===== src/rtl/btn_debounce_multi.sv =====
// btn_debounce_multi: per-channel synchronized, tick-sampled button debouncer with edge pulses; auto-repeat enabled by BTN_DEBOUNCE_AUTOREPEAT_EN
module btn_debounce_multi #(
  parameter int N_CH         = 4,
  parameter int TICK_DIV     = 1000,
  parameter int STABLE_TICKS = 8,
  parameter int HOLD_TICKS   = 50000,
  parameter int REPEAT_TICKS = 10000
) (
  input  logic            clk,
  input  logic            rst,
  input  logic [N_CH-1:0] i_btn,
  output logic [N_CH-1:0] o_level,
  output logic [N_CH-1:0] o_rise,
  output logic [N_CH-1:0] o_fall,
  output logic [N_CH-1:0] o_rpt,
  output logic            o_tick
);
  localparam int TW = $clog2(TICK_DIV);
  localparam int SW = $clog2(STABLE_TICKS + 1);
  logic [TW-1:0]   tcnt;
  logic [N_CH-1:0] s1, s2, tgl;
  logic [SW-1:0]   stab [N_CH];
  assign o_tick = tcnt == TW'(TICK_DIV - 1);
  // free-running sample tick divider and two-flop input synchronizer
  always_ff @(posedge clk)
    if (rst) begin
      tcnt <= '0;
      s1   <= '0;
      s2   <= '0;
    end else begin
      tcnt <= o_tick ? '0 : tcnt + 1'b1;
      s1   <= i_btn;
      s2   <= s1;
    end
  // a channel flips on the tick whose differing sample completes the stable run
  always_comb begin
    tgl = '0;
    for (int c = 0; c < N_CH; c++)
      tgl[c] = o_tick && s2[c] != o_level[c] && stab[c] == SW'(STABLE_TICKS - 1);
  end
  // stability counting, debounced level and registered edge pulses
  always_ff @(posedge clk)
    if (rst) begin
      for (int c = 0; c < N_CH; c++) stab[c] <= '0;
      o_level <= '0;
      o_rise  <= '0;
      o_fall  <= '0;
    end else begin
      for (int c = 0; c < N_CH; c++)
        if (o_tick) stab[c] <= (s2[c] != o_level[c] && !tgl[c]) ? stab[c] + 1'b1 : '0;
      o_level <= o_level ^ tgl;
      o_rise  <= tgl & ~o_level;
      o_fall  <= tgl & o_level;
    end
`ifdef BTN_DEBOUNCE_AUTOREPEAT_EN
  localparam int HMAX = HOLD_TICKS > REPEAT_TICKS ? HOLD_TICKS : REPEAT_TICKS;
  localparam int HW   = $clog2(HMAX + 1);
  logic [HW-1:0]   hold [N_CH];
  logic [N_CH-1:0] rep;
  // held ticks count toward HOLD_TICKS first, then toward each REPEAT_TICKS interval
  always_ff @(posedge clk)
    if (rst) begin
      for (int c = 0; c < N_CH; c++) hold[c] <= '0;
      rep   <= '0;
      o_rpt <= '0;
    end else begin
      o_rpt <= '0;
      for (int c = 0; c < N_CH; c++)
        if (!o_level[c] || tgl[c]) begin
          hold[c] <= '0;
          rep[c]  <= 1'b0;
        end else if (o_tick) begin
          if (hold[c] == HW'(rep[c] ? REPEAT_TICKS - 1 : HOLD_TICKS - 1)) begin
            hold[c]  <= '0;
            rep[c]   <= 1'b1;
            o_rpt[c] <= 1'b1;
          end else hold[c] <= hold[c] + 1'b1;
        end
    end
`else
  logic unused_cfg;
  assign unused_cfg = ^{HOLD_TICKS, REPEAT_TICKS};
  assign o_rpt = '0;
`endif
endmodule


===== config.mk =====
export PLATFORM = sky130hd
export DESIGN_NAME = btn_debounce_multi
export DESIGN_NICKNAME = d
export VERILOG_FILES = /design/src/rtl/btn_debounce_multi.sv
export SDC_FILE = /design/constraint.sdc
export NUM_CORES = 1
export LEC_CHECK = 0
export CORE_ASPECT_RATIO = 1.75
export CORE_MARGIN = 5
export CORE_UTILIZATION = 35
export DETAILED_ROUTE_END_ITERATION = 8
export SLEW_MARGIN = 0
export SYNTH_ARGS = -nofsm -noshare
export SYNTH_HDL_FRONTEND = slang
export SYNTH_SLANG_ARGS = --single-unit

===== constraint.sdc =====
create_clock -name clk -period 2.5 [get_ports clk]
set_input_delay 0.375 -clock clk [delete_from_list [all_inputs] [get_ports clk]]
set_output_delay 0.375 -clock clk [all_outputs]
set_load 0.1 [all_outputs]

==> results_dict.tcl, run 1 <==
set metrics [dict create \
    sw_frac_of_total_pct 24.7 \
    wl_mm 3.22 \
    tns_ns 0 \
    die_h_um 110 \
    hpwl_mm 2.45 \
    yosysTopAreaCell "dfxtp_1" \
    r2r_slack_ns 0.48 \
    clockPowerShare_pct 32.8 \
    yosys_warnings 0 \
    synth_edf_count 16 \
    cts_buffers 5 \
    grt_remaining_overflow 0 \
    ios 23 \
    ir_drop_mv 0.268 \
    final_layout_size_suffix_gt1_share_pct 13.9 \
    clk_latency_ns 0.29 \
    finalClockSkew_ns 0.00591 \
    instances_no_fill 285 \
    start_util_pct 35.9 \
    maxCapViolCount 0 \
    cp-end-kind "output port" \
    portBuffers 18 \
    coreArea_sq_mm 0.00554 \
    grt_pass1_vias 1247 \
    leakagePower_nw 0.898 \
    gp_congestion 0.702 \
    path_class "register to output port" \
    cts_tree "yes" \
    rows 36 \
    dp.cells 277 \
    yosysTopAreaCellShare_pct 30.2 \
    p_seq_share_pct 59.9 \
    finalCriticalPeriod_ns 2.26 \
    viasPerCell 4.42 \
    postCtsSetupBuffers 0 \
    grt_first_pass_wirelength_mm 5.51 \
    grt_antenna_before_repair 0 \
    avgSynthCellArea_sq_um 10.8 \
    clock_sinks 46 \
    die-area_sq_mm 0.00735 \
    drc_errors 0 \
    htree_levels 2 \
    rsz0062_at_grt "false" \
    synth_seq_area_share_pct 54.3 \
    fmax_ghz 0.443 \
    via_count 1260 \
    diodes 0 \
    cts_resized 0 \
    worstPathMaxFanout 6 \
    combPwrFrac_pct 7.3 \
    p_int_mw 1.03 \
    crit_path_start_kind "register" \
    yosysMostFrequentCell "dfxtp_1" \
    postSynthCellCount 184 \
    die_x_um 67.0 \
    dpl-instance-area_sq_mm 0.00223 \
    path_clk_slew_ns 0.08 \
    yosysUniqueCellTypes 28 \
    avgRoutedWirePerCell_um 11.3 \
    grt_max_degree 18 \
    dr.pass1.iters 4 \
    finalHoldViolations 0 \
    holdBufCountCts 0 \
    drv_slew 0 \
    cts_buffer_depth 2 \
    crit_arrival_ns 1.88 \
    grtUsageTotal_pct 10.0 \
    async_flop_share_pct 0 \
    synth_ff_type "dfxtp_1" \
    setup_viol 0 \
    synth_area_sq_mm 0.00199 \
    synth_common_cells "30 x dfxtp_1, 17 x nor3_1, 16 x edfxtp_1, 16 x nor2b_1, 15 x nor2_1" \
    power.density_mw_per_mm2 591 \
    fin_nets 227 \
    drtAntennaViolNets 0 \
    total_power_mw 1.37 \
    switchingPower_mw 0.339 \
    final_cell_area_sq_mm 0.00232 \
    cp_data_required_time_ns 2.12 \
    finalCritPeriodShare_pct 90.4 \
    drtIter0Drc 35 \
    status "finished, final reports clean" \
    holdCritPathClass "register to register" \
    netlist_top_cells_area "dfxtp_1 30%, edfxtp_1 24%, ha_1 8.2%" \
    cts_root_buf "clkbuf_8" \
    area_growth_pct 16.8 \
    ys_ff_latch 46 \
]
kinds of logic (layout without fill, tap and decap cells):
| logic type | count (synthesis) | count (layout) | share of synthesized area (%) |
|---|---|---|---|
| DFF | 46 | 46 | 54.3 |
| buffers and inverters | 19 | 41 | 4.72 |
| AOI/OAI and AO/OA | 4 | 4 | 1.13 |
| and+or+nand+nor | 84 | 84 | 24.0 |
| xor gates and xnor gates | 17 | 17 | 7.48 |
| adders and majority gates | 13 | 13 | 8.18 |
| other | 1 | 4 | 0.188 |
power by group through the flow:
stage	Sequential [mW]	Clock (mW)	Combinational (mW)
3_5_place_dp	0.840	0	0.102
2_1_floorplan	0.835	0	0.0841
4_1_cts	0.823	0.471	0.103
5_1_grt	0.827	0.498	0.114
3_3_place_gp	0.839	0	0.101
6_report	0.823	0.451	0.100
state kept, by name (all words and copies together), names as in the netlist:
signal,cells
o_fall,4
tcnt,10
o_level,4
stab,16
o_rise,4
s2,4
s1,4
metrics by stage:
stage          util [%]  setup slack, ns  hold WS (ns)
2_1_floorplan         -            0.460         0.414
3_3_place_gp       40.3            0.585         0.423
3_5_place_dp       40.3            0.466         0.425
4_1_cts            41.9            0.186         0.446
5_1_grt            41.9            0.114         0.461
6_report           41.9            0.241         0.441
cell usage in the layout, fill, tap and decap left out, drive strengths merged, types with 5 or more instances in the layout:
master,instances
xor2,7
nand2,6
xnor2,10
clkbuf,5
nor2,15
dfxtp,30
ha,13
nor2b,16
nand3,12
edfxtp,16
buf,17
nor3,17
clkdlybuf4s50,5
inv,11
worst max-delay path, cell delays in order (launching register included):
cell	delay, ns
dfxtp_1	0.38
ha_1	0.24
and4bb_2	0.32
nand3_1	0.27
inv_1	0.20
buf_12	0.19
layer usage:
layer / GRT usage [%] / part of all wire (%)
met5: 0 / 0
met4: 4.79 / 2.0
met3: 2.45 / 4.4
met2: 18.7 / 55
met1: 10.1 / 38
final cells by class:
type	instances	area, sq um
multi-input cells	122	826
inverters	11	41.3
fillers	551	3220
clock buffers	5	68.8
repair buffers	22	190
clock inverters	3	21.3
flip-flops and latches	46	1080
well taps	76	95.1
worst paths after layout:
kind	endpoint	cells after the start	start
worst max-delay path	o_tick	5	tcnt[0]
worst min-delay path	s2[2]	1	s1[2]
worst max register to register	o_level[0]	6	tcnt[0]
worst min register to register	s2[2]	1	s1[2]
Note: power is estimated with default switching activity, not from simulation.
==> inputs of run 2 (changes only) <==
--- a/config.mk
+++ b/config.mk
@@ -7,8 +7,9 @@
 export LEC_CHECK = 0
 export CORE_ASPECT_RATIO = 1.75
 export CORE_MARGIN = 5
-export CORE_UTILIZATION = 35
+export CORE_UTILIZATION = 40
 export DETAILED_ROUTE_END_ITERATION = 8
+export REMOVE_ABC_BUFFERS = 1
 export SLEW_MARGIN = 0
 export SYNTH_ARGS = -nofsm -noshare
 export SYNTH_HDL_FRONTEND = slang
==> results_dict.tcl, run 2 (same netlist as run 1, synthesis figures left out) <==
set metrics [dict create \
    status "finished, final reports clean" \
    gp_congestion 0.726 \
    worst_slack_ns 0.264 \
    cp-end-kind "output port" \
    final_util_pct 47.1 \
    hpwl_mm 2.31 \
    met2_length_mm 1.78 \
    drv_slew 0 \
    crit_cells 5 \
    largest_reg_flops 16 \
    start_util_pct 40.7 \
    viasPerCell 4.85 \
    rows 34 \
    htree_levels 2 \
    diodes 0 \
    cts_root_buf "clkbuf_8" \
    die_x_um 63.3 \
    portBuffers 18 \
    final_common_cell "dfxtp_1" \
    cts_tree "yes" \
    r2r_slack_ns 0.48 \
    maxCapViolCount 0 \
    cts_buffer_depth 2 \
    clk_latency_ns 0.29 \
    dr.pass1.iters 2 \
    grt_max_degree 18 \
    hold_path_depth 1 \
    die-area_sq_mm 0.00654 \
    power.density_mw_per_mm2 601 \
    clock_sinks 46 \
    route.met3.wl_um 65 \
    final_layout_size_suffix_gt1_share_pct 13.0 \
    worstRegToRegCells 5 \
    crit_slowest_cell "dfxtp_1" \
    avgRoutedWirePerCell_um 11.8 \
    grt_antenna_before_repair 0 \
    cp_slowest_stage_delay_ns 0.37 \
    grt_remaining_overflow 0 \
    cts_buffers 5 \
    postCtsSetupBuffers 0 \
    worstPathMaxFanout 6 \
    setup_viol 0 \
    tns_ns 0 \
    drtIter0Drc 22 \
    leakagePower_nw 0.901 \
    finalHoldViolations 0 \
    finalCritPeriodShare_pct 89.4 \
    crit_arrival_ns 1.86 \
    grtUsageTotal_pct 10.2 \
    via_count 1272 \
    die_h_um 103 \
    ir_drop_mv 0.378 \
    finalCriticalPeriod_ns 2.24 \
    cp_cell_sequence "ha_1, and4bb_2, nand3_1, inv_1, buf_12" \
    fin_hold_ws_ns 0.438 \
    coreArea_sq_mm 0.00489 \
    cts_resized 0 \
    crit_path_start_kind "register" \
    top_register "stab" \
    cp_data_required_time_ns 2.12 \
    ios 23 \
    finalClockSkew_ns 0.00666 \
    fill_cells 477 \
    m1WireLength_mm 1.17 \
    final_cell_mix "30 x dfxtp_1, 17 x nor3_1, 16 x nor2b_1, 16 x edfxtp_1, 15 x nor2_1" \
    rsz0062_at_grt "false" \
    highest_layer "met4" \
    grt_first_pass_wirelength_mm 5.24 \
    fmax_ghz 0.447 \
    path_class "register to output port" \
    largest_registers "stab: 16 flops, tcnt: 10 flops" \
    fin_nets 226 \
    grt_pass1_vias 1256 \
    path_clk_slew_ns 0.08 \
    critPathBufInv 2 \
    drtAntennaViolNets 0 \
    cp_top_family "simple AND/OR/NAND/NOR gates" \
    area_growth_pct 15.7 \
    pre_cts_ws_ns 0.459 \
    holdBufCountCts 0 \
    drc_errors 0 \
    wl_mm 3.08 \
    holdCritPathClass "register to register" \
]
[run 2: cell count changes in the layout (fill, tap and decap cells not counted)]
cell / previous run / this run
buf_12: 1 / 2
buf_4: 16 / 14
clkbuf_1: 0 / 1
clkbuf_8: 5 / 6
clkinv_4: 1 / 0
clkinvlp_4: 1 / 0
[run 2: worst paths after layout]
| kind | from | endpoint |
|---|---|---|
| worst max-delay path | tcnt[0] | o_tick |
| worst min-delay path | s1[1] | s2[1] |
| worst max register to register | tcnt[0] | stab[1][2] |
| worst min register to register | s1[1] | s2[1] |
[run 2: worst reg2reg max path: cells and delay by family, from the launching register on]
kind / cells / cell delay, ns
buffers and inverters: 1 / 0.20
and+or+nand+nor: 3 / 0.93
adders and majority gates: 1 / 0.23
DFF: 1 / 0.37
[run 2: cell type report]
type / count / area [sq um] / share of cell area (%)
Sequential cell: 46 / 1080 / 47.0
Multi-Input combinational cell: 122 / 826 / 35.9
Inverter: 11 / 41.3 / 1.79
Clock inverter: 1 / 5.00 / 0.217
Clock buffer: 7 / 86.3 / 3.75
Tap cell: 54 / 67.6 / 2.93
Timing Repair Buffer: 21 / 195 / 8.48
[run 2: power by group]
| part | internal [mW] | switching, mW |
|---|---|---|
| clock | 0.223 | 0.235 |
| combinational | 0.0392 | 0.0633 |
| sequential | 0.800 | 0.0224 |
| total | 1.06 | 0.321 |
[run 2: per-stage QoR]
stage	cell area [sq um]	cells	power [mW]
3_5_place_dp	2210	254	0.944
3_3_place_gp	2210	254	0.942
2_1_floorplan	1950	179	0.909
6_report	2300	262	1.38
4_1_cts	2300	262	1.41
5_1_grt	2300	262	1.44
[run 2: per-layer routing]
layer | track usage [%] | vias to the layer above
met2 | 19.3 | 10
met1 | 9.73 | 605
li1 | - | 651
met4 | 7.20 | 0
met5 | 0 | -
met3 | 2.05 | 6
